**config.mk**
```make
export PLATFORM = sky130hd
export DESIGN_NAME = fetch_unit
export DESIGN_NICKNAME = d
export VERILOG_FILES = /design/src/rtl/fetch_unit.sv
export SDC_FILE = /design/constraint.sdc
export NUM_CORES = 1
export LEC_CHECK = 0
export BUFFER_PORTS_ARGS = -buffer_cell sky130_fd_sc_hd__buf_2
export CAP_MARGIN = 0
export CELL_PAD_IN_SITES_DETAIL_PLACEMENT = 1
export CELL_PAD_IN_SITES_GLOBAL_PLACEMENT = 2
export CORE_MARGIN = 4
export CORE_UTILIZATION = 34
export DETAILED_ROUTE_END_ITERATION = 8
export GPL_ROUTABILITY_DRIVEN = 0
export PLACE_DENSITY = 0.79
export SETUP_SLACK_MARGIN = 0.05
export SYNTH_ARGS = -nofsm -noshare
export SYNTH_HDL_FRONTEND = slang
export SYNTH_SLANG_ARGS = --single-unit
```
**constraint.sdc**
```tcl
create_clock -name clk -period 1.8 [get_ports clk]
set_input_delay 0.09 -clock clk [delete_from_list [all_inputs] [get_ports clk]]
set_output_delay 0.09 -clock clk [all_outputs]
set_load 0.02 [all_outputs]
```
**src/rtl/fetch_unit.sv**
```systemverilog
// Instruction fetch front end: issues word-aligned memory reads, buffers up to
// two returned words with their PCs, and squashes in-flight reads on redirect.
module fetch_unit #(
    parameter logic [31:0] RESET_PC = 32'h0000_0000
) (
    input  logic        clk,
    input  logic        reset_n,
    output logic        imem_req,
    output logic [31:0] imem_addr,
    input  logic        imem_ack,
    input  logic [31:0] imem_rdata,
    input  logic        redirect,
    input  logic [31:0] redirect_pc,
    output logic        instr_valid,
    input  logic        instr_ready,
    output logic [31:0] instr,
    output logic [31:0] instr_pc,
    output logic [1:0]  instr_op,
    output logic [5:0]  instr_funct,
    output logic [3:0]  instr_rd
);

    // state   | meaning
    // RUN     | normal fetch; fetch_pc is the next address to request
    // DISCARD | old request still outstanding on hold_addr; its data is dropped

    typedef enum logic {
        RUN     = 1'b0,
        DISCARD = 1'b1
    } state_t;

    state_t      state;
    logic [31:0] fetch_pc;
    logic [31:0] hold_addr;
    logic [31:0] fifo_instr [2];
    logic [31:0] fifo_pc    [2];
    logic        rd_ptr;
    logic        wr_ptr;
    logic [1:0]  count;

    logic        push;
    logic        pop;
    logic [31:0] target;

    // Request is gated by reset_n so it drops combinationally while reset is held.
    assign imem_req    = reset_n && ((state == RUN && count < 2'd2) || state == DISCARD);
    assign imem_addr   = (state == DISCARD) ? hold_addr : fetch_pc;

    assign instr_valid = (count != 2'd0);
    assign instr       = fifo_instr[rd_ptr];
    assign instr_pc    = fifo_pc[rd_ptr];
    assign instr_op    = instr[27:26];
    assign instr_funct = instr[25:20];
    assign instr_rd    = instr[15:12];

    assign target = redirect_pc & 32'hFFFF_FFFC;
    assign push   = (state == RUN) && imem_req && imem_ack && !redirect;
    assign pop    = instr_valid && instr_ready;

    always_ff @(posedge clk or negedge reset_n) begin
        if (!reset_n) begin
            state     <= RUN;
            fetch_pc  <= RESET_PC;
            hold_addr <= '0;
            rd_ptr    <= 1'b0;
            wr_ptr    <= 1'b0;
            count     <= 2'd0;
            for (int i = 0; i < 2; i++) begin
                fifo_instr[i] <= '0;
                fifo_pc[i]    <= '0;
            end
        end else begin
            if (redirect) begin
                rd_ptr <= 1'b0;
                wr_ptr <= 1'b0;
                count  <= 2'd0;
            end else begin
                if (push) begin
                    fifo_instr[wr_ptr] <= imem_rdata;
                    fifo_pc[wr_ptr]    <= fetch_pc;
                    wr_ptr             <= ~wr_ptr;
                end
                if (pop) begin
                    rd_ptr <= ~rd_ptr;
                end
                case ({push, pop})
                    2'b10:   count <= count + 2'd1;
                    2'b01:   count <= count - 2'd1;
                    default: count <= count;
                endcase
            end

            case (state)
                RUN: begin
                    if (redirect) begin
                        fetch_pc <= target;
                        if (imem_req && !imem_ack) begin
                            hold_addr <= fetch_pc;
                            state     <= DISCARD;
                        end
                    end else if (imem_req && imem_ack) begin
                        fetch_pc <= fetch_pc + 32'd4;
                    end
                end
                DISCARD: begin
                    if (redirect) begin
                        fetch_pc <= target;
                    end
                    if (imem_ack) begin
                        state <= RUN;
                    end
                end
                default: state <= RUN;
            endcase
        end
    end

endmodule

```
==> impl_metrics.json <==
{
  "status": "finished, violations left",
  "violations": "negative setup slack",
  "layout_worst_path_cycle_share_pct": 102,
  "vias_per_cell": 5.17,
  "synthArstFlopShare_pct": 100,
  "grt-ovfl-total": 0,
  "rows": 59,
  "die_y_um": 172,
  "coreArea_mm2": 0.0262,
  "drive_gt1_share_pct": 58.8,
  "synthesis.area_mm2": 0.00911,
  "worst_path_dominant_cell_family": "buffers and inverters",
  "dr.first_iter.drc_count": 275,
  "power.density_mw_per_mm2": 1140,
  "yosysWarnings": 0,
  "initial_core_util_pct": 34.8,
  "start_kind": "primary input",
  "drt_first_pass_iters": 5,
  "final_cell_mix": "dfrtp_1 (188), mux2_4 (132), mux2_2 (111)",
  "syn_inst": 704,
  "max_stage_delay_ps": 600,
  "grt_first_pass_wirelength_mm": 39.8,
  "ys_seq_area_share_pct": 51.9,
  "syn_to_final_growth_pct": 50.4,
  "clk_latency_ps": 440,
  "tightest_slew_ps": 1030,
  "cpMostUsedCell": "buf_6",
  "hpwl_mm": 16.6,
  "path_cells": "dlygate4sd3_1 > clkbuf_8 > and4bb_4 > buf_6 > buf_6 > buf_8 > or2_4 > a311oi_2 > nor2_1",
  "wire_per_inst_um": 23.0,
  "placed_cell_area_mm2": 0.0106,
  "cts_tree": "built",
  "setup_viol": 20,
  "io_buffers": 172,
  "fin_util_pct": 52.3,
  "antenna_found_initial": 1,
  "tns_ps": -158,
  "cp.arrival_ps": 2150,
  "drc": 0,
  "ir_worst_vdd_v": 0.000529,
  "relSlewSlack_pct": 31.1,
  "grt_pass1_vias": 7201,
  "syn_area_per_cell_um2": 12.9,
  "p_total_w": 0.0157,
  "grtUsageTotal_pct": 17.3,
  "skew_ps": 8.49,
  "cp_slowest_cell": "dlygate4sd3_1",
  "postLayoutCellArea_mm2": 0.0137,
  "grt_max_degree": 190,
  "fmax_mhz": 544,
  "yosysTopAreaCell": "dfrtp_1",
  "final_hold_viol_count": 0,
  "io_pins": 179,
  "worst-path-buf-inv": 5,
  "cts-buffers-inserted": 17,
  "path_max_fanout": 8,
  "clkSinkCount": 189,
  "nets": 1066,
  "root_buffer": "clkbuf_16",
  "vias": 6950,
  "synth_cell_type_count": 52,
  "die_area_mm2": 0.0295,
  "layout_setup_ws_ps": -39.1,
  "crit_type": "in -> reg",
  "worstPathRequired_ps": 2110,
  "clockBufferDepth": 2,
  "p_leak_nw": 6.31,
  "clk_pin_slew_worst_paths_ps": 70,
  "yosys.area.top_type_share_pct": 51.9,
  "period_needed_ps": 1840,
  "hold_path_class": "in -> reg",
  "final_common_cell": "dfrtp_1",
  "maxCapViolations": 0,
  "end_kind": "flip-flop",
  "dieWidth_um": 172,
  "htree_levels": 4,
  "ant_nets": 0,
  "synth_area_leaders": "dfrtp_1 (52%), mux2_2 (28%), mux2_1 (2.5%)",
  "ys.flop_type": "dfrtp_1",
  "drt-total-wl_mm": 30.9,
  "slew_violations": 0,
  "synth_edf_count": 0,
  "rsz0062_at_grt": "yes",
  "ys_ff_latch": 189
}
==> logic make-up after synthesis <==
family                     share of synthesized area [%]
AOI/OAI and AO/OA                                   4.74
xor gates and xnor gates                           0.865
adders and majority gates                          0.137
buffers and inverters                               4.53
DFF                                                 51.9
muxes                                               30.7
other                                             0.0412
and+or+nand+nor                                     7.04
==> worst register-to-register path, delay by kind of cell (launching register included) <==
kind,cells,cell delay (ps)
flip-flops,1,410
buffers and inverters,2,370
AND/OR/NAND/NOR,3,620
multiplexers,1,300
==> repair_timing <==
item                       in CTS  in global routing
hold buffers                   54                  0
setup endpoints to repair     137                243
buffers inserted                7                 17
gates cloned                    3                 21
gates resized for setup        26                312
pin swaps                       5                  9
hold endpoints to repair      147                  0
==> path summary, 6_finish.rpt <==
| path | to | cells after the start | from | slack, ps |
|---|---|---|---|---|
| min in group asynchronous | fifo_instr[13]$_DFFE_PN0P_ | 3 | reset_n | 600 |
| max in group asynchronous | fetch_pc[5]$_DFFE_PN0P_ | 3 | reset_n | 460 |
| setup / recovery | fetch_pc[20]$_DFFE_PN0P_ | 9 | reset_n | -40 |
| hold / removal | fetch_pc[28]$_DFFE_PN0P_ | 3 | redirect_pc[28] | 4 |
| setup reg to reg | fifo_instr[45]$_DFFE_PN0P_ | 6 | state$_DFF_PN0_ | -10 |
| hold reg to reg | fifo_pc[25]$_DFFE_PN0P_ | 1 | fifo_pc[25]$_DFFE_PN0P_ | 490 |
==> Yosys cell counts (all sizes together), types with 6 or more instances <==
| master | n |
|---|---|
| mux2 | 247 |
| xor2 | 6 |
| and3 | 7 |
| nand4 | 17 |
| nand2 | 33 |
| a21oi | 23 |
| or3 | 7 |
| o21ai | 15 |
| nor2 | 24 |
| o22ai | 6 |
| dfrtp | 189 |
| nand3 | 12 |
| buf | 48 |
| clkbuf | 18 |
==> per-layer routing <==
layer / part of all wire [%] / vias to the layer above / track usage [%]
li1: - / 3114 / -
met1: 44 / 3631 / 22.8
met2: 51 / 182 / 29.9
met3: 4.0 / 23 / 3.26
met4: 1.2 / 0 / 3.38
met5: 0 / - / 0
==> area by class of cell <==
type / instances / area [um^2]
Sequential cell: 189 / 4730
Tap cell: 335 / 419
Timing Repair Buffer: 336 / 3340
Clock inverter: 14 / 160
Clock buffer: 18 / 429
Antenna cell: 1 / 2.50
Multi-Input combinational cell: 448 / 4610
Inverter: 4 / 15.0
Fill cell: 2610 / 12500
==> power breakdown <==
part	switching [W]	total (W)	internal, W
Combinational	0.00256	0.00579	0.00323
Clock	0.00178	0.00387	0.00208
Sequential	0.000653	0.00601	0.00535
==> flip-flops by register name (all words and copies together) (netlist names) <==
register,count
fifo_instr,64
fifo_pc,60
fetch_pc,30
hold_addr,30
count,2
rd_ptr,1
state,1
wr_ptr,1
==> per-stage QoR <==
| stage | cells | hold slack [ps] | worst slack, ps |
|---|---|---|---|
| 2_1_floorplan | 707 | -206 | -12.0 |
| 6_report | 1345 | 3.54 | -39.1 |
| 3_3_place_gp | 1210 | 307 | 7.82 |
| 5_1_grt | 1345 | 19.9 | -72.6 |
| 4_1_cts | 1306 | 1.11 | 1.47 |
| 3_5_place_dp | 1210 | 323 | -28.1 |
Note: power is estimated with default switching activity, not from simulation.
